===== src/rtl/graph_isa_pkg.sv =====
// graph_isa_pkg: shared types for the graph ISA engines and their arbiters.
// Latency: n/a (types and constants only).
// Backpressure: n/a.
// Contents: slice_cmd_t descriptor, SLICE_CMD_W, slice arbiter state enum.
package graph_isa_pkg;

    localparam int SLICE_CMD_W = 96;

    // Slice engine descriptor, MSB first as it sits on the request bus.
    typedef struct packed {
        logic [15:0] src_base;
        logic [15:0] dst_base;
        logic [15:0] src_row_len;
        logic [15:0] dst_row_len;
        logic [15:0] start_offset;
        logic [15:0] num_rows;
    } slice_cmd_t;

    typedef enum logic [2:0] {
        AR_IDLE,
        AR_CHECK,
        AR_ISSUE,
        AR_WAIT,
        AR_RESP
    } sa_state_t;

endpackage


===== src/rtl/graph_rr_arbiter.sv =====
// graph_rr_arbiter: N-way round-robin pick, search starts one past ptr.
// Latency: purely combinational.
// Backpressure: none; the caller decides when a pick is consumed.
// Ports: req (request vector), ptr (last winner), grant (one-hot),
//        idx (winner index), any (at least one request).
module graph_rr_arbiter #(
    parameter int N     = 4,
    parameter int IDX_W = 2
) (
    input  logic [N-1:0]     req,
    input  logic [IDX_W-1:0] ptr,
    output logic [N-1:0]     grant,
    output logic [IDX_W-1:0] idx,
    output logic             any
);

    always_comb begin
        grant = '0;
        idx   = '0;
        any   = 1'b0;
        // Walk ptr+1, ptr+2, ... ptr+N (mod N); the first hit wins, so the
        // previous winner is considered last.
        for (int k = 0; k < N; k++) begin
            if (!any && req[(int'(ptr) + k + 1) % N]) begin
                any = 1'b1;
                grant[(int'(ptr) + k + 1) % N] = 1'b1;
                idx = IDX_W'((int'(ptr) + k + 1) % N);
            end
        end
    end

endmodule


===== src/rtl/slice_arbiter.sv =====
// slice_arbiter: shares one slice_engine between N_REQ requesters (round-robin).
// Latency: accept edge T -> eng_cmd_valid sampled at T+2; reject -> rsp_done at T+2;
//          rsp_done one cycle after eng_done. Backpressure: one command in flight,
//          req_ready only in AR_IDLE; issue holds while eng_busy is high.
// Ports: req_valid/req_ready/req_cmd per requester, rsp_done/rsp_err pulse to the
//        owner, eng_* command to the engine, eng_busy/eng_done back, busy, grant_id.
// Optional macro SLICE_ARB_PERF_EN adds perf_cmd_cnt, perf_busy_cyc, perf_rej_cnt.
module slice_arbiter
    import graph_isa_pkg::*;
#(
    parameter int N_REQ = 4,
    parameter int ID_W  = 2
) (
    input  logic                       clk,
    input  logic                       rst_n,
    input  logic [N_REQ-1:0]           req_valid,
    output logic [N_REQ-1:0]           req_ready,
    input  logic [N_REQ*SLICE_CMD_W-1:0] req_cmd,
    output logic [N_REQ-1:0]           rsp_done,
    output logic [N_REQ-1:0]           rsp_err,
    output logic                       eng_cmd_valid,
    output logic [15:0]                eng_src_base,
    output logic [15:0]                eng_dst_base,
    output logic [15:0]                eng_src_row_len,
    output logic [15:0]                eng_dst_row_len,
    output logic [15:0]                eng_start_offset,
    output logic [15:0]                eng_num_rows,
    input  logic                       eng_busy,
    input  logic                       eng_done,
    output logic                       busy,
    output logic [ID_W-1:0]            grant_id
`ifdef SLICE_ARB_PERF_EN
    ,
    output logic [31:0]                perf_cmd_cnt,
    output logic [31:0]                perf_busy_cyc,
    output logic [15:0]                perf_rej_cnt
`endif
);

    sa_state_t   r_state;
    slice_cmd_t  r_cmd;
    logic [ID_W-1:0] r_grant_id;
    logic [ID_W-1:0] r_rr_ptr;
    logic        r_err;

    logic [N_REQ-1:0] w_rr_grant;
    logic [ID_W-1:0]  w_rr_idx;
    logic             w_rr_any;
    slice_cmd_t       w_cmd_sel;
    logic [16:0]      w_end;
    logic             w_reject;
    logic             w_issue;

    graph_rr_arbiter #(
        .N     (N_REQ),
        .IDX_W (ID_W)
    ) u_rr (
        .req   (req_valid),
        .ptr   (r_rr_ptr),
        .grant (w_rr_grant),
        .idx   (w_rr_idx),
        .any   (w_rr_any)
    );

    assign w_cmd_sel = req_cmd[int'(w_rr_idx)*SLICE_CMD_W +: SLICE_CMD_W];

    // 17-bit end offset so a wrap past 0xFFFF is still seen as out of range.
    // Zero lengths are screened because the engine's length-1 compare underflows.
    assign w_end    = {1'b0, r_cmd.start_offset} + {1'b0, r_cmd.dst_row_len};
    assign w_reject = (r_cmd.num_rows == 16'd0) || (r_cmd.dst_row_len == 16'd0) ||
                      (w_end > {1'b0, r_cmd.src_row_len});

    assign w_issue  = (r_state == AR_ISSUE) && !eng_busy;

    always_ff @(posedge clk or negedge rst_n) begin
        if (!rst_n) begin
            r_state    <= AR_IDLE;
            r_cmd      <= '0;
            r_grant_id <= '0;
            r_rr_ptr   <= ID_W'(N_REQ - 1);
            r_err      <= 1'b0;
        end else begin
            case (r_state)
                AR_IDLE: begin
                    if (w_rr_any) begin
                        r_cmd      <= w_cmd_sel;
                        r_grant_id <= w_rr_idx;
                        r_rr_ptr   <= w_rr_idx;
                        r_state    <= AR_CHECK;
                    end
                end
                AR_CHECK: begin
                    r_err   <= w_reject;
                    r_state <= w_reject ? AR_RESP : AR_ISSUE;
                end
                AR_ISSUE: begin
                    if (w_issue) begin
                        r_state <= AR_WAIT;
                    end
                end
                AR_WAIT: begin
                    if (eng_done) begin
                        r_err   <= 1'b0;
                        r_state <= AR_RESP;
                    end
                end
                AR_RESP: begin
                    r_state <= AR_IDLE;
                end
                default: begin
                    r_state <= AR_IDLE;
                end
            endcase
        end
    end

    assign req_ready        = (r_state == AR_IDLE) ? w_rr_grant : '0;
    assign eng_cmd_valid    = w_issue;
    assign eng_src_base     = r_cmd.src_base;
    assign eng_dst_base     = r_cmd.dst_base;
    assign eng_src_row_len  = r_cmd.src_row_len;
    assign eng_dst_row_len  = r_cmd.dst_row_len;
    assign eng_start_offset = r_cmd.start_offset;
    assign eng_num_rows     = r_cmd.num_rows;
    assign busy             = (r_state != AR_IDLE);
    assign grant_id         = r_grant_id;

    always_comb begin
        rsp_done = '0;
        rsp_err  = '0;
        if (r_state == AR_RESP) begin
            rsp_done[r_grant_id] = 1'b1;
            rsp_err[r_grant_id]  = r_err;
        end
    end

`ifdef SLICE_ARB_PERF_EN
    always_ff @(posedge clk or negedge rst_n) begin
        if (!rst_n) begin
            perf_cmd_cnt  <= '0;
            perf_busy_cyc <= '0;
            perf_rej_cnt  <= '0;
        end else begin
            if (r_state == AR_RESP && !r_err && perf_cmd_cnt != '1) begin
                perf_cmd_cnt <= perf_cmd_cnt + 32'd1;
            end
            if (r_state == AR_RESP && r_err && perf_rej_cnt != '1) begin
                perf_rej_cnt <= perf_rej_cnt + 16'd1;
            end
            if (busy && perf_busy_cyc != '1) begin
                perf_busy_cyc <= perf_busy_cyc + 32'd1;
            end
        end
    end
`endif

endmodule


===== config.mk =====
export PLATFORM = sky130hd
export DESIGN_NAME = slice_arbiter
export DESIGN_NICKNAME = d
export VERILOG_FILES = /design/src/rtl/graph_isa_pkg.sv /design/src/rtl/graph_rr_arbiter.sv /design/src/rtl/slice_arbiter.sv
export SDC_FILE = /design/constraint.sdc
export NUM_CORES = 1
export LEC_CHECK = 0
export BUFFER_PORTS_ARGS = -buffer_cell sky130_fd_sc_hd__buf_2
export CAP_MARGIN = 10
export CORE_AREA = 2 2 195 197
export CTS_CLUSTER_SIZE = 16
export DETAILED_ROUTE_END_ITERATION = 10
export DIE_AREA = 0 0 197 199
export GPL_TIMING_DRIVEN = 0
export PLACE_DENSITY = 0.58
export SYNTH_ARGS = -nofsm -noshare
export SYNTH_HDL_FRONTEND = slang
export SYNTH_SLANG_ARGS = --single-unit

===== constraint.sdc =====
create_clock -name clk -period 7.1 [get_ports clk]
set_input_delay 0.355 -clock clk [delete_from_list [all_inputs] [get_ports clk]]
set_output_delay 0.355 -clock clk [all_outputs]
set_load 0.005 [all_outputs]

**Yosys cells after proc, flatten, opt, wreduce, memory -nomap -nowiden**

Cells that the tools add are included.

- $add $sub $neg: 7
- Multipliers: 1
- $lt $le $gt $ge: 11
- Equal/unequal tests: 7
- Shift operators: 1
- Mux-type cells: 44
- Bitwise operators: 8
- Reductions and logical operators: 27

Operators by type and width:

| kind | count |
|---|---|
| variable part select 384 x 10 -> 96 bit | 1 |
| adder 32 x 2 -> 32 bit (second input constant) | 3 |
| logical NOT 16 bit | 2 |
| two-way mux 4 bit | 7 |
| two-way mux 1 bit | 18 |
| adder 16 x 16 -> 17 bit | 1 |
| > comparator 17 x 16 -> 1 bit | 1 |
| less-than comparator 3 x 4 -> 1 bit (second input constant) | 4 |
| greater-or-equal comparator 3 x 1 -> 1 bit (second input constant) | 4 |
| two-way mux 3 bit | 4 |
| OR 4 bit | 3 |
| case mux 3 bit (4 select lines) | 1 |
| demux 1 bit (select 2 bit) | 5 |
| logical AND 1 bit | 9 |
| binary-select mux 1 bit (select 2 bit) | 4 |
| two-way mux 2 bit | 4 |
| OR reduction 2 bit | 4 |
| adder 2 x 2 -> 3 bit (second input constant) | 2 |
| == test 3 x 2 -> 1 bit (second input constant) | 2 |
| bitwise AND 4 bit | 1 |
| logical NOT 1 bit | 4 |
| multiplier 2 x 2 -> 4 bit (second input constant) | 1 |
| inequality test 2 bit (second input constant) | 2 |
| AND reduction 2 bit | 2 |
| 14 further kinds | 17 |

- Register bits: 104
- Bits of input ports: 392
- Output and inout bits: 112
- Logic and storage cells: 116

**Logic depth before layout (Yosys ltp)**

- Depth in word-level cells: 18
- Mapped depth: 18
- Gate-level depth less buffers: 18

**Cells and area by module**

From an unflattened synthesis, not the netlist that was laid out.

- Cells, all modules: 792
- Area total of the unflattened synthesis: 7930.1 um^2

By module, submodules not included:

| module | instances | cells each | area each (um^2) | seq. area each (um^2) |
|---|---|---|---|---|
| slice_arbiter | 1 | 723 | 7389.6 | 2605.0 |
| graph_rr_arbiter | 1 | 69 | 540.5 | 0.0 |

**Worst setup path before layout**

OpenSTA, ideal clock, no wires.

- Path kind: register to register
- From: reg r_cmd (netlist bit eng_dst_row_len[0])
- To: reg r_state[2]
- Library setup time: 0.118 ns
- Arrival time: 3.689 ns
- Data required time: 6.982 ns
- Slack: 3.293 ns
- Stages on the path, launching flop included: 19
- Buffers on the path: 0
- Clock period less this slack: 3.807 ns
- Cell sequence: dfrtp_1 ha_1 inv_1 fa_1 nor2b_1 o31ai_1 a21oi_1 o21ai_0 nand2b_1 a21oi_1 xnor2_1 ha_1 a2111oi_0 o21ai_0 o21a_1 o31a_1 o31ai_1 or4b_2 nor2b_1

- Cells in the longest elaborated chain, start to end: 5
- Elaborated cells between the ends (all ways): 7
- Those cells by class: 1 x add/sub; 1 x order compare; 2 x mux; 3 x reduce/logical

Ends and longest elaborated chain:

| element | line | source |
|---|---|---|
| from (decl) | slice_arbiter.sv:41 | `slice_cmd_t r_cmd;` |
| from (signal assigned) | slice_arbiter.sv:86 | `r_cmd <= w_cmd_sel;` |
| adder 16 x 16 -> 17 bit or logical NOT 16 bit (tied branches) | slice_arbiter.sv:69, slice_arbiter.sv:70 |  |
| > comparator 17 x 16 -> 1 bit or logical OR 1 bit (tied branches) | slice_arbiter.sv:71, slice_arbiter.sv:70 |  |
| logical OR 1 bit (*) | slice_arbiter.sv:70 | `assign w_reject = (r_cmd.num_rows == 16'd0) \|\| (r_cmd.dst_row_len == 16'd0) \|\|` |
| two-way mux 3 bit (*) | slice_arbiter.sv:94 | `r_state <= w_reject ? AR_RESP : AR_ISSUE;` |
| case mux 3 bit (4 select lines) (*) | slice_arbiter.sv:83 | `case (r_state)` |
| to (signal assigned) | slice_arbiter.sv:94 |  |
| to (decl) | slice_arbiter.sv:40 | `sa_state_t r_state;` |

Every way passes the cells marked *; elsewhere a longest branch is shown, timed or not.
A chain may end at the register's enable or synchronous reset.

**Final worst setup path**

Same ends and word-level chain as after synthesis.

==> results <==
- The average instance in the mapped netlist occupies 10.0 sq um.
- Across the VDD grid, the largest voltage drop is 0.000266 V.
- The hold violation count in the final report came to 0.
- The number of distinct library cells after synthesis is 53.
- The endpoint with the worst hold slack is r_state[1].
- The global placer's final weighted congestion is roughly 0.92.
- The primary flip-flop cell chosen by synthesis mapping is sky130_fd_sc_hd__dfrtp_1.
- The core area is 37100 sq um.
- Final hold analysis gives a worst-case slack of 291 ps.
- The run finished with clean final reports.
- The first global-routing pass estimated 51.9 mm of wire.
- For this run, the slowest stage of the critical path takes 660 ps.
- The maximum number of buffers from clock root to sink is 2.
- The reported max-cap violation count is 0.
- The headroom to the max-slew limit is 32.5%.
- After detailed routing, the total wire length is 36.6 mm.
- The initial antenna violation count is 2.
- Synthesis produced a netlist whose cell count is just over 800.
- The number of standard-cell rows in the floorplan is 71.
- The startpoint of the most critical register-to-register path is eng_dst_row_len[0].
- The H-tree generated during clock tree synthesis spans 3 levels.
- After legalization and detailed placement, the total HPWL measured 30.4 mm.
- The required time at the endpoint of the critical path is 7370 ps.
- The number of pins with negative max-slew slack in the final report is 0.
- In this run the number of cells on the critical path is 18.
- In this run the worst hold path is classified as primary input to flip-flop.
- Including well taps, the total number of placed cells is 1791.
- Together, buffers and inverters on the worst path number 1.
- Across all layers, the routed design uses roughly 8600 vias.
- The largest individual stage delay along the critical path comes from the cell sky130_fd_sc_hd__or4b_2.
- The accumulated negative setup slack is 0 ps.
- The synthesized design spends more area on one cell type than any other, namely sky130_fd_sc_hd__dfrtp_1.
- The width of the die is 197 um.
- The proportion of synthesized chip area in sequential cells is between 30% and 40%.
- On the final layout, the worst clock skew is 10.4 ps.
- Among cell families on the critical path, the largest total delay comes from compound AO/OA/AOI/OAI gates.
- After detailed routing, the average wire length per cell comes to 20.2 um.
- Ranked by instance count, the synthesized netlist is headed by sky130_fd_sc_hd__mux2i_1 (196), sky130_fd_sc_hd__nor2_1 (139), sky130_fd_sc_hd__dfrtp_1 (102).
- The sequential cells in the finished layout cover a total of 2610 sq um.
- The count of cells along the worst hold path is 4.
- The static leakage power is 5.85 nW.
- The critical path goes through ha_1 > inv_1 > fa_1 > nor2b_1 > o31ai_1 > a21oi_1 > o21ai_0 > nand2b_1 > a21oi_1 > xnor2_1 > ha_1 > a2111oi_0 > o21ai_0 > o21a_1 > o31a_1 > o31ai_1 > or4b_2 > nor2b_1.
- The number of antenna-violating nets in the routed design is 0.
- Counting every net in the synthesized netlist gives 1244.
- STA puts the critical path data arrival time at 4820 ps.
- Before antenna repair, the detailed router went through 4 iterations.
- Across all register-to-register paths, the minimum setup slack is 2550 ps.
- The clock tree from TritonCTS is done.
- Cells with a size suffix above 1 make up 45.4% of the layout.
- The post-synthesis to final-layout area growth is 42.7%.
- The number of clock sinks seen by CTS is 104.
- In the post-synthesis netlist, the biggest area contributors are sky130_fd_sc_hd__dfrtp_1 (31%), sky130_fd_sc_hd__mux2i_1 (24%), sky130_fd_sc_hd__a221oi_2 (7.4%).
- The insertion delay to the later sink of the worst-skew pair is 380 ps.
- The cell depth of the worst flop-to-flop path is 18.
- The clock root buffer is sky130_fd_sc_hd__clkbuf_16.
- Entering global routing, the biggest net connects 57 pins.
- The total routed wire length on the met1 layer is 16.2 mm.
- The total clock buffers created by CTS is 9.
- The post-cts sizing count is 0.
- The wire length on met3 is 1.70 mm.
- STA classifies the critical path startpoint as a flip-flop.
- Setup repair after global routing left no endpoint under its margin.
- After the last flow step, the layout net total stands at about 1800.
- The synthesized design contains ~100 register bits.
- The startpoint identified for the worst hold timing path is eng_done.
- The die is 199 um tall.
- The most common cell in the synthesized netlist is sky130_fd_sc_hd__mux2i_1.
- The via count of the first global-routing pass came to 8413.
- Once the floorplan was initialized, standard cells occupied 21.9% of the core.
- The power density over cell area is 611 nW/um^2.
- The area of the mapped netlist is 8150 sq um.
- After clock tree synthesis, the clock-pin slew on the worst setup and hold paths is 70 ps.
- The detailed router finished its first iteration with 446 violations.
- Along the worst path, the maximum fanout reaches 4.
- The kind of critical path is flip-flop to flip-flop.
- Dividing the final minimum period by the clock period gives 64.0%.
- In this run the biggest area consumer among cell types represents 31.3% of the synthesized area.
- The highest routed metal layer is met5.
- In this run, synthesis inferred 0 flip-flops with an integrated enable.
- In the routed design, unresolved DRC markers number 0.
- The multi-input combinational cells in the finished layout cover a total of between 5000 and 6000 sq um.
- Setup violations remaining at the end of the flow were counted as 0.
- Summed over all nets, wire length on met2 after detailed routing comes to 18.1 mm.
- After layout, the worst setup slack is 2550 ps.
- The critical register-to-register path endpoint is r_state[2].
- The finished layout holds 1809 standard cells, fillers aside.
- For this run the aggregate overflow at the end of global routing stands at 0.
- At the pin with the least slew margin, the transition time is 1010 ps.
- Global routing consumed, over all layers together, 18.1% of the routing resources.
- Timing analysis after detailed placement gives a worst setup slack of 2560 ps.
- The fmax is 0.220 GHz.
- The number of vias per cell is 4.77.
- The async set-reset flop share out of synthesis is 100%.
- The worst setup path is captured at a flip-flop.
- The count of buffers inserted at the top-level ports is between 500 and 600.
- The die covers between 30000 and 40000 sq um.
- The clock period could shrink to 4550 ps.
- The number of fill cells is 3973.
- The critical path starts at eng_dst_row_len[0].
- In this run the count of I/O pins placed on the die edge is 504.
- The number of warnings printed during yosys synthesis is 0.
area by class of cell:
type,count,share of cell area (%)
plain buffers,57,2.70
inverters,23,0.742
flip-flops and latches,104,22.4
repair buffers,505,22.0
clock inverters,4,0.667
well taps,474,5.10
diodes,1,0.0215
multi-input cells,629,44.2
clock buffers,12,2.12
sequential cells by signal, indices dropped and copies added, names as in the netlist:
name	cells
eng_src_base	16
eng_dst_row_len	16
grant_id	2
eng_src_row_len	16
r_err	1
r_rr_ptr	2
eng_num_rows	16
eng_start_offset	16
r_state	3
eng_dst_base	16
per-stage QoR:
stage          total power [mW]  utilization, %  instance area (sq um)
2_1_floorplan              4.88               -                   8150
4_1_cts                    7.23            31.3                  11600
6_report                   7.10            31.3                  11600
3_3_place_gp               6.53            30.3                  11300
3_5_place_dp               6.63            30.4                  11300
5_1_grt                    7.72            31.3                  11600
power by group:
group	switching (mW)	total, mW	internal (mW)
sequential	0.328	1.25	0.922
clock	0.246	0.567	0.321
combinational	2.98	5.29	2.31
repair_timing:
action | 4_1_cts | 5_1_grt
endpoints found under the hold margin | 46 | 0
setup buffers | 0 | 0
hold buffers | 1 | 0
how the worst max path moves through the flow:
| stage | to |
|---|---|
| final | r_state[2] |
| after global routing | r_state[1] |
| after CTS | r_state[2] |
| after detailed placement | r_state[2] |
| after global placement | r_state[2] |
| after floorplan | r_state[2] |
cell families (layout without fill, tap and decap cells):
group	after synthesis	after routing	share of synthesized area, %
flip-flops	104	104	32.0
adder cells (fa/ha/maj)	39	39	6.08
multiplexers	199	199	24.8
XOR/XNOR	13	13	1.40
other	0	1	0
AND/OR/NAND/NOR	200	200	10.8
AO/OA/AOI/OAI	178	178	20.1
buffers and inverters	80	601	4.91
placed cells by master, fill, tap and decap left out, types with 5 or more instances in the layout:
cell type                   netlist  layout
sky130_fd_sc_hd__nor2_1         139     139
sky130_fd_sc_hd__a221oi_1        60      60
sky130_fd_sc_hd__nand2b_1        11      11
sky130_fd_sc_hd__o21a_1           9       9
sky130_fd_sc_hd__a21oi_1         22      22
sky130_fd_sc_hd__mux2i_1        196     196
sky130_fd_sc_hd__nand3_1          5       5
sky130_fd_sc_hd__o21ai_0         13      13
sky130_fd_sc_hd__nor3_1           5       5
sky130_fd_sc_hd__a221oi_2        40      40
sky130_fd_sc_hd__clkbuf_16        0       9
sky130_fd_sc_hd__clkbuf_1        18      20
sky130_fd_sc_hd__nor4_1           9       9
sky130_fd_sc_hd__buf_6            7       8
sky130_fd_sc_hd__nand2_1         10      10
sky130_fd_sc_hd__a21o_1           7       7
sky130_fd_sc_hd__inv_1           23      23
sky130_fd_sc_hd__xnor2_1         12      12
sky130_fd_sc_hd__ha_1            38      38
sky130_fd_sc_hd__nor2b_1          6       6
sky130_fd_sc_hd__buf_2           29     531
sky130_fd_sc_hd__dfrtp_1        102     102
worst reg2reg max path: stages (launching register included):
cell and delay, ps:
sky130_fd_sc_hd__dfrtp_1 460, sky130_fd_sc_hd__ha_1 270, sky130_fd_sc_hd__inv_1 80, sky130_fd_sc_hd__fa_1 220, sky130_fd_sc_hd__nor2b_1 70, sky130_fd_sc_hd__o31ai_1 430
sky130_fd_sc_hd__a21oi_1 200, sky130_fd_sc_hd__o21ai_0 290, sky130_fd_sc_hd__nand2b_1 90, sky130_fd_sc_hd__a21oi_1 170, sky130_fd_sc_hd__xnor2_1 90, sky130_fd_sc_hd__ha_1 200
sky130_fd_sc_hd__a2111oi_0 360, sky130_fd_sc_hd__o21ai_0 150, sky130_fd_sc_hd__o21a_1 140, sky130_fd_sc_hd__o31a_1 270, sky130_fd_sc_hd__o31ai_1 130, sky130_fd_sc_hd__or4b_2 660
sky130_fd_sc_hd__nor2b_1 150
layer usage:
metal / up-vias / track usage (%)
met5: - / 0
met3: 30 / 3.54
met4: 2 / 4.18
met2: 289 / 31.0
li1: 4139 / -
met1: 4161 / 23.4
Power figures use the tool's default switching activity.
